<file path="src/rtl/uart_prog_loader_pkg.sv">
// Shared types and constants for the UART program loader and its receiver core.
package uart_prog_loader_pkg;

  typedef enum logic [3:0] {
    IDLE, HDR, TGT, LEN_HI, LEN_LO, DATA, CSUM, DONE, ERR
  } ldr_state_e;

  typedef enum logic [1:0] {
    RX_IDLE, RX_START, RX_DATA, RX_STOP
  } rx_state_e;

  localparam logic [7:0] SYNC_BYTE = 8'hA5;
  localparam logic [7:0] TGT_IMEM  = 8'h00;
  localparam logic [7:0] TGT_DMEM  = 8'h01;

  // Clock cycles per 16x oversampling tick, rounded to nearest.
  function automatic int unsigned tick_div(input int unsigned clk_hz, input int unsigned baud);
    return (clk_hz + baud * 8) / (baud * 16);
  endfunction

endpackage

</file>
<file path="src/rtl/uart_prog_loader_rx.sv">
// 8N1 UART receiver: 2-flop synchroniser, 16x oversampling tick, mid-bit sampler.
module uart_rx_core
  import uart_prog_loader_pkg::*;
#(
  parameter int unsigned CLK_HZ = 23_000_000,
  parameter int unsigned BAUD   = 128_000
) (
  input  logic       clk,
  input  logic       rst_n,
  input  logic       rx_i,
  output logic       rx_valid_o,
  output logic [7:0] rx_byte_o,
  output logic       frame_err_o
);

  localparam int unsigned DIV_RAW = tick_div(CLK_HZ, BAUD);
  localparam int unsigned DIV     = (DIV_RAW < 1) ? 1 : DIV_RAW;
  localparam int          DIV_W   = $clog2(DIV + 1);

  logic             sync1_q, sync2_q, prev_q;
  logic [DIV_W-1:0] div_q;
  logic             tick;
  rx_state_e        rstate_q, rstate_d;
  logic [3:0]       smp_q, smp_d;
  logic [2:0]       bit_q, bit_d;
  logic [7:0]       shift_q, shift_d;
  logic [7:0]       byte_q, byte_d;
  logic             valid_q, valid_d;
  logic             ferr_q, ferr_d;

  assign tick = (div_q == DIV_W'(DIV - 1));

  always_ff @(posedge clk or negedge rst_n) begin
    if (!rst_n) begin
      sync1_q  <= 1'b1;
      sync2_q  <= 1'b1;
      prev_q   <= 1'b1;
      div_q    <= '0;
      rstate_q <= RX_IDLE;
      smp_q    <= '0;
      bit_q    <= '0;
      shift_q  <= '0;
      byte_q   <= '0;
      valid_q  <= 1'b0;
      ferr_q   <= 1'b0;
    end else begin
      sync1_q  <= rx_i;
      sync2_q  <= sync1_q;
      prev_q   <= sync2_q;
      div_q    <= tick ? '0 : div_q + DIV_W'(1);
      rstate_q <= rstate_d;
      smp_q    <= smp_d;
      bit_q    <= bit_d;
      shift_q  <= shift_d;
      byte_q   <= byte_d;
      valid_q  <= valid_d;
      ferr_q   <= ferr_d;
    end
  end

  // A start needs a real falling edge, so a line held low after a bad stop bit is not re-read.
  always_comb begin
    rstate_d = rstate_q;
    smp_d    = smp_q;
    bit_d    = bit_q;
    shift_d  = shift_q;
    byte_d   = byte_q;
    valid_d  = 1'b0;
    ferr_d   = 1'b0;
    case (rstate_q)
      RX_IDLE: begin
        if (prev_q && !sync2_q) begin
          rstate_d = RX_START;
          smp_d    = '0;
        end
      end
      RX_START: begin
        if (tick) begin
          if (smp_q == 4'd7) begin
            smp_d    = '0;
            bit_d    = '0;
            rstate_d = sync2_q ? RX_IDLE : RX_DATA;
          end else begin
            smp_d = smp_q + 4'd1;
          end
        end
      end
      RX_DATA: begin
        if (tick) begin
          smp_d = smp_q + 4'd1;
          if (smp_q == 4'd15) begin
            shift_d = {sync2_q, shift_q[7:1]};
            bit_d   = bit_q + 3'd1;
            if (bit_q == 3'd7) rstate_d = RX_STOP;
          end
        end
      end
      RX_STOP: begin
        if (tick) begin
          smp_d = smp_q + 4'd1;
          if (smp_q == 4'd15) begin
            rstate_d = RX_IDLE;
            if (sync2_q) begin
              valid_d = 1'b1;
              byte_d  = shift_q;
            end else begin
              ferr_d = 1'b1;
            end
          end
        end
      end
      default: rstate_d = RX_IDLE;
    endcase
  end

  assign rx_valid_o  = valid_q;
  assign rx_byte_o   = byte_q;
  assign frame_err_o = ferr_q;

endmodule

</file>
<file path="src/rtl/uart_prog_loader.sv">
// Boot loader: parses a framed UART image, writes 32-bit LE words to imem/dmem, gates CPU reset.
module uart_prog_loader
  import uart_prog_loader_pkg::*;
#(
  parameter int unsigned CLK_HZ      = 23_000_000,
  parameter int unsigned BAUD        = 128_000,
  parameter int unsigned ADDR_W      = 14,
  parameter int unsigned TIMEOUT_CYC = 2_300_000
) (
  input  logic              clk,
  input  logic              rst,
  input  logic              uart_rx,
  input  logic              start_pg,
  output logic              upg_wen_o,
  output logic              upg_sel_o,
  output logic [ADDR_W-1:0] upg_adr_o,
  output logic [31:0]       upg_dat_o,
  output logic              cpu_hold_o,
  output logic              upg_done_o,
  output logic              upg_err_o
);

  localparam int          TO_W      = $clog2(TIMEOUT_CYC + 1);
  localparam logic [31:0] MAX_WORDS = 32'd1 << ADDR_W;

  logic       rx_valid;
  logic [7:0] rx_byte;
  logic       frame_err;

  uart_rx_core #(.CLK_HZ(CLK_HZ), .BAUD(BAUD)) u_rx (
    .clk         (clk),
    .rst_n       (rst),
    .rx_i        (uart_rx),
    .rx_valid_o  (rx_valid),
    .rx_byte_o   (rx_byte),
    .frame_err_o (frame_err)
  );

  ldr_state_e        state_q, state_d;
  logic              sel_q, sel_d;
  logic [ADDR_W-1:0] adr_q, adr_d;
  logic [31:0]       dat_q, dat_d;
  logic              wen_q, wen_d;
  logic              done_q, done_d;
  logic              err_q, err_d;
  logic              hold_q, hold_d;
  logic [15:0]       cnt_q, cnt_d;
  logic [15:0]       widx_q, widx_d;
  logic [7:0]        csum_q, csum_d;
  logic [1:0]        bidx_q, bidx_d;
  logic [23:0]       word_q, word_d;
  logic [TO_W-1:0]   to_q, to_d;
  logic              in_frame;
  logic              go_err;
  logic [15:0]       cnt_rx;

  assign in_frame = state_q inside {TGT, LEN_HI, LEN_LO, DATA, CSUM};
  assign cnt_rx   = {cnt_q[15:8], rx_byte};

  always_ff @(posedge clk or negedge rst) begin
    if (!rst) begin
      state_q <= IDLE;
      sel_q   <= 1'b0;
      adr_q   <= '0;
      dat_q   <= '0;
      wen_q   <= 1'b0;
      done_q  <= 1'b0;
      err_q   <= 1'b0;
      hold_q  <= 1'b0;
      cnt_q   <= '0;
      widx_q  <= '0;
      csum_q  <= '0;
      bidx_q  <= '0;
      word_q  <= '0;
      to_q    <= '0;
    end else begin
      state_q <= state_d;
      sel_q   <= sel_d;
      adr_q   <= adr_d;
      dat_q   <= dat_d;
      wen_q   <= wen_d;
      done_q  <= done_d;
      err_q   <= err_d;
      hold_q  <= hold_d;
      cnt_q   <= cnt_d;
      widx_q  <= widx_d;
      csum_q  <= csum_d;
      bidx_q  <= bidx_d;
      word_q  <= word_d;
      to_q    <= to_d;
    end
  end

  always_comb begin
    state_d = state_q;
    sel_d   = sel_q;
    adr_d   = adr_q;
    dat_d   = dat_q;
    wen_d   = 1'b0;
    done_d  = done_q;
    err_d   = err_q;
    hold_d  = hold_q;
    cnt_d   = cnt_q;
    widx_d  = widx_q;
    csum_d  = csum_q;
    bidx_d  = bidx_q;
    word_d  = word_q;
    go_err  = 1'b0;
    to_d    = (rx_valid || !in_frame) ? '0 : to_q + TO_W'(1);
    case (state_q)
      IDLE, DONE, ERR: begin
        if (start_pg) begin
          state_d = HDR;
          hold_d  = 1'b1;
          done_d  = 1'b0;
          err_d   = 1'b0;
          adr_d   = '0;
          csum_d  = '0;
        end
      end
      HDR: begin
        if (rx_valid && rx_byte == SYNC_BYTE) state_d = TGT;
      end
      TGT: begin
        if (rx_valid) begin
          if (rx_byte == TGT_IMEM || rx_byte == TGT_DMEM) begin
            sel_d   = rx_byte[0];
            csum_d  = csum_q ^ rx_byte;
            state_d = LEN_HI;
          end else begin
            go_err = 1'b1;
          end
        end
      end
      LEN_HI: begin
        if (rx_valid) begin
          cnt_d   = {rx_byte, cnt_q[7:0]};
          csum_d  = csum_q ^ rx_byte;
          state_d = LEN_LO;
        end
      end
      LEN_LO: begin
        if (rx_valid) begin
          cnt_d  = cnt_rx;
          csum_d = csum_q ^ rx_byte;
          widx_d = '0;
          bidx_d = '0;
          if ({16'd0, cnt_rx} > MAX_WORDS) go_err = 1'b1;
          else if (cnt_rx == 16'd0)        state_d = CSUM;
          else                             state_d = DATA;
        end
      end
      DATA: begin
        // Bytes shift in from the top, so after three bytes word_q holds {b2,b1,b0}.
        if (rx_valid) begin
          csum_d = csum_q ^ rx_byte;
          bidx_d = bidx_q + 2'd1;
          word_d = {rx_byte, word_q[23:8]};
          if (bidx_q == 2'd3) begin
            wen_d  = 1'b1;
            adr_d  = widx_q[ADDR_W-1:0];
            dat_d  = {rx_byte, word_q};
            widx_d = widx_q + 16'd1;
            if (widx_q + 16'd1 == cnt_q) state_d = CSUM;
          end
        end
      end
      CSUM: begin
        if (rx_valid) begin
          if (rx_byte == csum_q) begin
            state_d = DONE;
            done_d  = 1'b1;
            hold_d  = 1'b0;
          end else begin
            go_err = 1'b1;
          end
        end
      end
      default: state_d = IDLE;
    endcase
    if (in_frame && (frame_err || (!rx_valid && to_q == TO_W'(TIMEOUT_CYC - 1)))) go_err = 1'b1;
    if (go_err) begin
      state_d = ERR;
      err_d   = 1'b1;
      done_d  = 1'b0;
      hold_d  = 1'b1;
    end
  end

  assign upg_wen_o  = wen_q;
  assign upg_sel_o  = sel_q;
  assign upg_adr_o  = adr_q;
  assign upg_dat_o  = dat_q;
  assign cpu_hold_o = hold_q;
  assign upg_done_o = done_q;
  assign upg_err_o  = err_q;

endmodule

</file>
<file path="config.mk">
export PLATFORM = sky130hd
export DESIGN_NAME = uart_prog_loader
export DESIGN_NICKNAME = d
export VERILOG_FILES = /design/src/rtl/uart_prog_loader_pkg.sv /design/src/rtl/uart_prog_loader_rx.sv /design/src/rtl/uart_prog_loader.sv
export SDC_FILE = /design/constraint.sdc
export NUM_CORES = 1
export LEC_CHECK = 0
export ABC_CLOCK_PERIOD_IN_PS = 6500
export CORE_MARGIN = 1
export CORE_UTILIZATION = 40
export CTS_BUF_LIST = sky130_fd_sc_hd__clkbuf_4 sky130_fd_sc_hd__clkbuf_8
export CTS_CLUSTER_SIZE = 16
export DETAILED_ROUTE_END_ITERATION = 12
export GPL_TIMING_DRIVEN = 1
export PLACE_DENSITY = 0.54
export SLEW_MARGIN = 10
export SYNTH_ARGS = -nofsm -noshare
export SYNTH_HDL_FRONTEND = slang
export SYNTH_SLANG_ARGS = --single-unit
export TNS_END_PERCENT = 30
</file>
<file path="constraint.sdc">
create_clock -name clk -period 6.5 [get_ports clk]
set_clock_uncertainty 0.15 [all_clocks]
set_input_delay 1.3 -clock clk [delete_from_list [all_inputs] [get_ports clk]]
set_output_delay 1.3 -clock clk [all_outputs]
set_load 0.01 [all_outputs]
</file>
==> summary.txt, run 1 <==
Final layout
  – Layout area overhead: 13.6%
  – Net count, final: 867
  – Layout cells sized above 1: 11.0%
  – ANT cells: 0
  – Filler instances: 1918

Power and ir drop
  – Leakage: 4.40 nW
  – Worst vdd ir: 0.158 mV
  – Pwr dens: 241 mW/mm2
  – Total power: 2.28 mW

Hold path
  – Hold crit path type: reg -> reg

Die
  – Die width: 146 um
  – IO Pins: 55
  – CORE AREA: 0.0203 mm2
  – Initial Util: 41.0%
  – Die Ht: 146 um
  – Row Count: 52
  – Die area: 0.0214 mm2

Clock network
  – Clock Latency Late Sink: 0.46 ns
  – CTS buffer count: 17
  – H-Tree Depth: 4
  – Reg clk slew, reported paths: 0.09 ns
  – Root buffer cell: clkbuf_8
  – Post-CTS Hold Buffers: 0
  – CTS sink cnt: 177
  – CTS tree: done
  – CTS resizes: 0
  – CTS Buffer Depth: 2
  – Post-CTS Setup Bufs: 0

Routing
  – Routed wire length: 17800 um
  – DR pass1 iterations: 5
  – Detail Route Antenna Nets: 0
  – Iter 0 DRT Violations: 356
  – Drt wl/cell: 15.7 um
  – Via count: 5926
  – # DRC: 0
  – Via density: 5.22

Global route
  – Total GRT Usage: 17.9%
  – Largest net degree at the start of global routing: 82
  – Initial antenna violation count: 0
  – First-pass GRT wire length: 30700 um
  – Remaining global-route overflow: 0
  – Vias in the first global route: 5990

Setup path
  – Critical Path Sink Type: register
  – R2R Setup Slk: 2.99 ns
  – Type of origin of the critical path: register
  – Worst-path fanout max: 49
  – Slowest cell on the critical path: nor2_1
  – Arr. time, crit path: 3.76 ns
  – Critical-path cell list: nand2b_1 > nor3_1 > nand3_2 > buf_4 > clkinv_1 > nor2_1 > a22o_1
  – Kind of critical path: reg -> reg
  – Crit path required time: 6.76 ns
  – Crit path largest cell delay: 0.95 ns

Logic synthesis
  – Synth area leader: dfrtp_1
  – Main synth FF type: dfrtp_1
  – Synth warnings: 0
  – Seq/Total Area, Yosys: 53.3%
  – Synth top cells by count: nand2_1 (178), dfrtp_1 (174), o21ai_0 (56)
  – Most common cell in the netlist: nand2_1
  – Yosys cell types: 58
  – Post-Syn Instances: 824
  – Post-synth EDFFs: 0
  – Synthesized area: 0.00831 mm2
  – Syn avg cell area: 10.1 um2
  – Yosys top cell area share: 52.4%
  – Yosys reg bits: 177
  – Mapped Nets: 838
  – Top post-synthesis cells by area: dfrtp_1 (52%), nand2_1 (8.0%), mux2_2 (5.8%)
  – Async set-reset flop share out of synthesis: 100%

Job
  – Max_cap viols: 0

STA
  – Fmax: 285 MHz
  – Slew Viols, Final: 0
  – Final period utilization: 53.9%
  – Final setup fails: 0
  – RSZ-0062 raised after global routing: false
  – Setup TNS: 0 ns
  – Clock period minus worst slack: 3.51 ns
  – Rel. slew slack: 27.3%
  – Final hold slack: 0.216 ns
  – Fin. Hold Viols: 0
  – Slew @ Worst Pin: 1.09 ns

Status
  – Status: finished clean

Placed design
  – I/O Buffers: 54
  – GPL Wtd Cong: 0.853
  – Post-DP HPWL: 12000 um
==> per-stage QoR <==
stage / area, um2 / utilization [%] / setup WS (ns) / std cells
after CTS: 9440 / 46.5 / 2.97 / 1135
after detailed placement: 9010 / 44.4 / 2.80 / 1104
final: 9440 / 46.5 / 2.99 / 1135
after global routing: 9440 / 46.5 / 2.63 / 1135
after floorplan: 8310 / - / 3.40 / 824
after global placement: 9010 / 44.4 / 2.82 / 1104
==> layout by cell type (no fill, tap or decap), types with 4 or more instances in the layout <==
cell / netlist / layout
nor4_1: 9 / 9
and4_1: 5 / 5
and2_1: 7 / 7
clkdlybuf4s50_1: 0 / 53
ha_1: 10 / 10
nand2b_1: 11 / 11
inv_1: 15 / 14
dfrtp_1: 174 / 174
buf_4: 1 / 5
a21oi_1: 9 / 9
xnor2_1: 28 / 28
nand2_1: 178 / 178
nor3_1: 12 / 12
o31ai_1: 9 / 9
mux2_2: 43 / 43
nor2_1: 52 / 52
nand4_1: 19 / 19
o21ai_0: 56 / 55
a22o_1: 15 / 15
inv_6: 0 / 4
clkbuf_8: 0 / 19
nor3b_1: 4 / 4
nand3_1: 23 / 22
xor2_1: 25 / 25
nor2b_1: 7 / 7
and3_1: 6 / 6
mux2_4: 8 / 8
==> per-layer routing <==
layer / vias to the layer above / part of all wire, % / GRT usage (%)
li1: 2894 / - / -
met1: 2909 / 49 / 24.5
met2: 113 / 47 / 28.6
met3: 10 / 3.6 / 3.44
met4: 0 / 0.76 / 5.94
met5: - / 0 / 0
==> flip-flops by register name, summed over array words and instances, names as in the netlist, 2 cells and up, named ones only <==
register	count
u_rx.shift_q	8
u_rx.bit_q	3
cnt_q	16
word_q	24
upg_dat_o	32
u_rx.smp_q	4
upg_adr_o	14
csum_q	8
u_rx.div_q	4
to_q	22
widx_q	16
state_q	4
bidx_q	2
u_rx.rx_byte_o	8
==> path summary, 6_finish.rpt <==
check	from	cells past startpoint	end
setup reg to reg	state_q[3]$_DFFE_PN0P_	7	upg_adr_o[3]$_DFFE_PN0P_
min in group asynchronous	rst	1	upg_dat_o[5]$_DFFE_PN0P_
hold reg to reg	u_rx.sync1_q$_DFF_PN1_	0	u_rx.sync2_q$_DFF_PN1_
hold / removal	u_rx.sync1_q$_DFF_PN1_	0	u_rx.sync2_q$_DFF_PN1_
max in group asynchronous	rst	2	upg_done_o$_DFFE_PN0P_
setup / recovery	state_q[3]$_DFFE_PN0P_	7	upg_adr_o[3]$_DFFE_PN0P_
==> logic make-up after synthesis <==
| kind of cell | count (synthesis) | share of synthesized area [%] |
|---|---|---|
| DFF | 177 | 53.3 |
| AOI/OAI and AO/OA | 117 | 9.02 |
| xor gates and xnor gates | 53 | 5.58 |
| buffers and inverters | 65 | 3.46 |
| adders and majority gates | 10 | 1.51 |
| and+or+nand+nor | 349 | 19.6 |
| muxes | 53 | 7.51 |
==> worst max-delay path, delay by kind of cell, from the launching register on <==
kind | cells | cell delay [ns]
and+or+nand+nor | 4 | 1.46
buffers and inverters | 2 | 1.04
AOI/OAI and AO/OA | 1 | 0.24
DFF | 1 | 0.53
==> area by class of cell <==
cell class              count  area [um2]  share of cell area, %
inverters                  16        60.1                  0.636
multi-input cells         582        3600                   38.1
well taps                 270         338                   3.58
clock inverters            11         164                   1.74
repair buffers             59         579                   6.14
flip-flops and latches    177        4430                   47.0
clock buffers              20         269                   2.85
==> report_power, final <==
group	internal (mW)	switching, mW	total, mW
Sequential	1.16	0.0549	1.21
Clock	0.414	0.418	0.832
Combinational	0.0977	0.137	0.234
No activity file was read; power rests on OpenSTA's default activity.
==> inputs of run 2 (changes only) <==
--- a/config.mk
+++ b/config.mk
@@ -5,7 +5,7 @@
 export SDC_FILE = /design/constraint.sdc
 export NUM_CORES = 1
 export LEC_CHECK = 0
-export ABC_CLOCK_PERIOD_IN_PS = 6500
+export ABC_CLOCK_PERIOD_IN_PS = 3350
 export CORE_MARGIN = 1
 export CORE_UTILIZATION = 40
 export CTS_BUF_LIST = sky130_fd_sc_hd__clkbuf_4 sky130_fd_sc_hd__clkbuf_8
==> constraint.sdc (replaced) <==
create_clock -name clk -period 3.35 [get_ports clk]
set_clock_uncertainty 0.15 [all_clocks]
set_input_delay 0.67 -clock clk [delete_from_list [all_inputs] [get_ports clk]]
set_output_delay 0.67 -clock clk [all_outputs]
set_load 0.01 [all_outputs]
==> run 2 against run 1 <==
Net effect: the run now ends with hold timing left; wire length rose by 2.9%; combinational power rose by 91%; largest cell class unchanged; clock power rose by 84%; core utilization rose by 0.80 points.
==> summary.txt, run 2 (synthesized netlist as in run 1, its figures left out) <==
Placed design
  – GPL Wtd Cong: 0.869
  – I/O Buffers: 54
  – Post-Place Worst Slack: 0.237 ns
  – Post-DP HPWL: 12700 um
  – Placed instance count: 1123

Clock network
  – CTS tree: done
  – CTS buffer count: 17
  – CTS sink cnt: 177
  – CTS Buffer Depth: 2
  – Root buffer cell: clkbuf_8
  – Post-CTS Setup Bufs: 0
  – Reg clk slew, reported paths: 0.11 ns
  – H-Tree Depth: 4
  – CTS resizes: 0
  – Clock Latency Late Sink: 0.47 ns
  – Post-CTS Hold Buffers: 0

Final layout
  – ANT cells: 0
  – Commonest non-fill, non-tap cell in the layout: nand2_1
  – Layout area overhead: 15.5%
  – Max FFs per register: 32
  – Net count, final: 886
  – Layout cells sized above 1: 13.0%
  – Most frequent cells in the layout: nand2_1 (178), dfrtp_1 (174), o21ai_0 (55)
  – Fin cells: 1155

Routing
  – Detail Route Antenna Nets: 0
  – Via density: 5.22
  – Via count: 6024
  – Iter 0 DRT Violations: 356
  – Drt wl/cell: 15.8 um
  – DR pass1 iterations: 5
  – Routed wire length: 18300 um
  – # DRC: 0

Setup path
  – Critical Path Start: u_rx.rx_byte_o[1]$_DFFE_PN0P_
  – Crit path required time: 3.55 ns
  – Type of origin of the critical path: register
  – Worst-path fanout max: 9
  – Critical Path Sink Type: register
  – Setup crit end: cnt_q[12]$_DFFE_PN0P_
  – Worst R2R Start: u_rx.rx_byte_o[1]$_DFFE_PN0P_
  – Worst r2r dst: cnt_q[12]$_DFFE_PN0P_
  – Kind of critical path: reg -> reg
  – R2R Setup Slk: 0.23 ns
  – R2R cell count: 7
  – Arr. time, crit path: 3.33 ns

Die
  – Die Ht: 146 um
  – Die area: 0.0214 mm2
  – CORE AREA: 0.0203 mm2
  – Die width: 146 um
  – IO Pins: 55
  – Initial Util: 41.0%
  – Row Count: 52

Power and ir drop
  – Worst vdd ir: 0.294 mV
  – Switch share: 28.9%
  – Clock network power share: 35.2%
  – Leakage: 4.50 nW
  – Pwr dens: 451 mW/mm2
  – P_sw: 1.25 mW
  – Seq pwr share: 54.4%
  – Logic gate share of total power: 10.3%
  – Internal: 3.08 mW
  – Total power: 4.33 mW

STA
  – Slew Viols, Final: 0
  – Final hold slack: -0.000127 ns
  – Final setup fails: 0
  – Slew @ Worst Pin: 1.02 ns
  – Fin. Hold Viols: 1
  – Rel. slew slack: 31.5%
  – Final worst setup slack: 0.227 ns
  – Final period utilization: 93.2%
  – Clock period minus worst slack: 3.12 ns
  – Setup TNS: 0 ns
  – Fmax: 320 MHz
  – RSZ-0062 raised after global routing: false

Hold path
  – Hold crit path type: in -> async

Status
  – Failing checks: hold timing
  – Status: finished with violations

Global route
  – Initial antenna violation count: 0
  – Vias in the first global route: 5987
  – First-pass GRT wire length: 30900 um
  – Total GRT Usage: 18.1%
  – Remaining global-route overflow: 0
  – Largest net degree at the start of global routing: 59

Job
  – Max_cap viols: 0
## run 2: cell types whose count changed in the layout (fill, tap and decap cells not counted), moves of 2 or more
cell	previous run	this run
clkinv_8	0	5
clkbuf_8	19	17
inv_6	4	2
bufinv_16	3	1
buf_4	5	22
buf_12	0	2
clkinv_4	1	3
## run 2: cell type report
cell class | count | area [um2]
Multi-Input combinational cell | 582 | 3600
Clock inverter | 15 | 194
Tap cell | 270 | 338
Inverter | 16 | 60.1
Fill cell | 1952 | 10700
Timing Repair Buffer | 78 | 747
Sequential cell | 177 | 4430
Clock buffer | 17 | 234
## run 2: metal layers
metal | track usage, % | wire (um) | vias up
li1 | - | - | 2927
met1 | 25.3 | 8840 | 2992
met2 | 29.0 | 8750 | 91
met3 | 2.81 | 462 | 14
met4 | 6.04 | 226 | 0
met5 | 0 | 0 | -
## run 2: worst max-delay path, cell delays in order (launching register included)
cell and delay (ns):
dfrtp_1 0.59, xnor2_1 0.17, nand4_1 0.16, nor3_1 0.32, nor2b_1 0.07, or4_1 0.64, or4_4 0.58, mux2_4 0.33
## run 2: power by group through the flow
| stage | Combinational [mW] | Clock, mW | Sequential, mW |
|---|---|---|---|
| after floorplan | 0.308 | 0 | 2.37 |
| after global placement | 0.432 | 0 | 2.39 |
| after detailed placement | 0.451 | 0 | 2.39 |
| after global routing | 0.521 | 1.68 | 2.37 |
| after CTS | 0.453 | 1.59 | 2.35 |
| final | 0.448 | 1.53 | 2.35 |
## run 2: worst min path at each step
stage,from,end,cells past startpoint
2_1_floorplan,u_rx.sync1_q$_DFF_PN1_,u_rx.sync2_q$_DFF_PN1_,0
3_3_place_gp,u_rx.sync1_q$_DFF_PN1_,u_rx.sync2_q$_DFF_PN1_,0
3_5_place_dp,u_rx.sync1_q$_DFF_PN1_,u_rx.sync2_q$_DFF_PN1_,0
4_1_cts,rst,upg_dat_o[5]$_DFFE_PN0P_,1
5_1_grt,rst,upg_dat_o[5]$_DFFE_PN0P_,1
6_report,rst,upg_dat_o[5]$_DFFE_PN0P_,1
## run 2: metrics by stage
stage	instance area [um2]	util, %	hold WS, ns
2_1_floorplan	8310	-	0.195
3_3_place_gp	9180	45.2	0.197
3_5_place_dp	9180	45.2	0.200
4_1_cts	9600	47.3	0.00544
5_1_grt	9600	47.3	0.0111
6_report	9600	47.3	-0.000127
==> inputs of run 3 (changes only) <==
--- a/config.mk
+++ b/config.mk
@@ -6,7 +6,6 @@
 export NUM_CORES = 1
 export LEC_CHECK = 0
 export ABC_CLOCK_PERIOD_IN_PS = 3350
-export CORE_MARGIN = 1
 export CORE_UTILIZATION = 40
 export CTS_BUF_LIST = sky130_fd_sc_hd__clkbuf_4 sky130_fd_sc_hd__clkbuf_8
 export CTS_CLUSTER_SIZE = 16
==> results of run 3 <==
Final layout, timing and power as in run 2 (identical DEF).
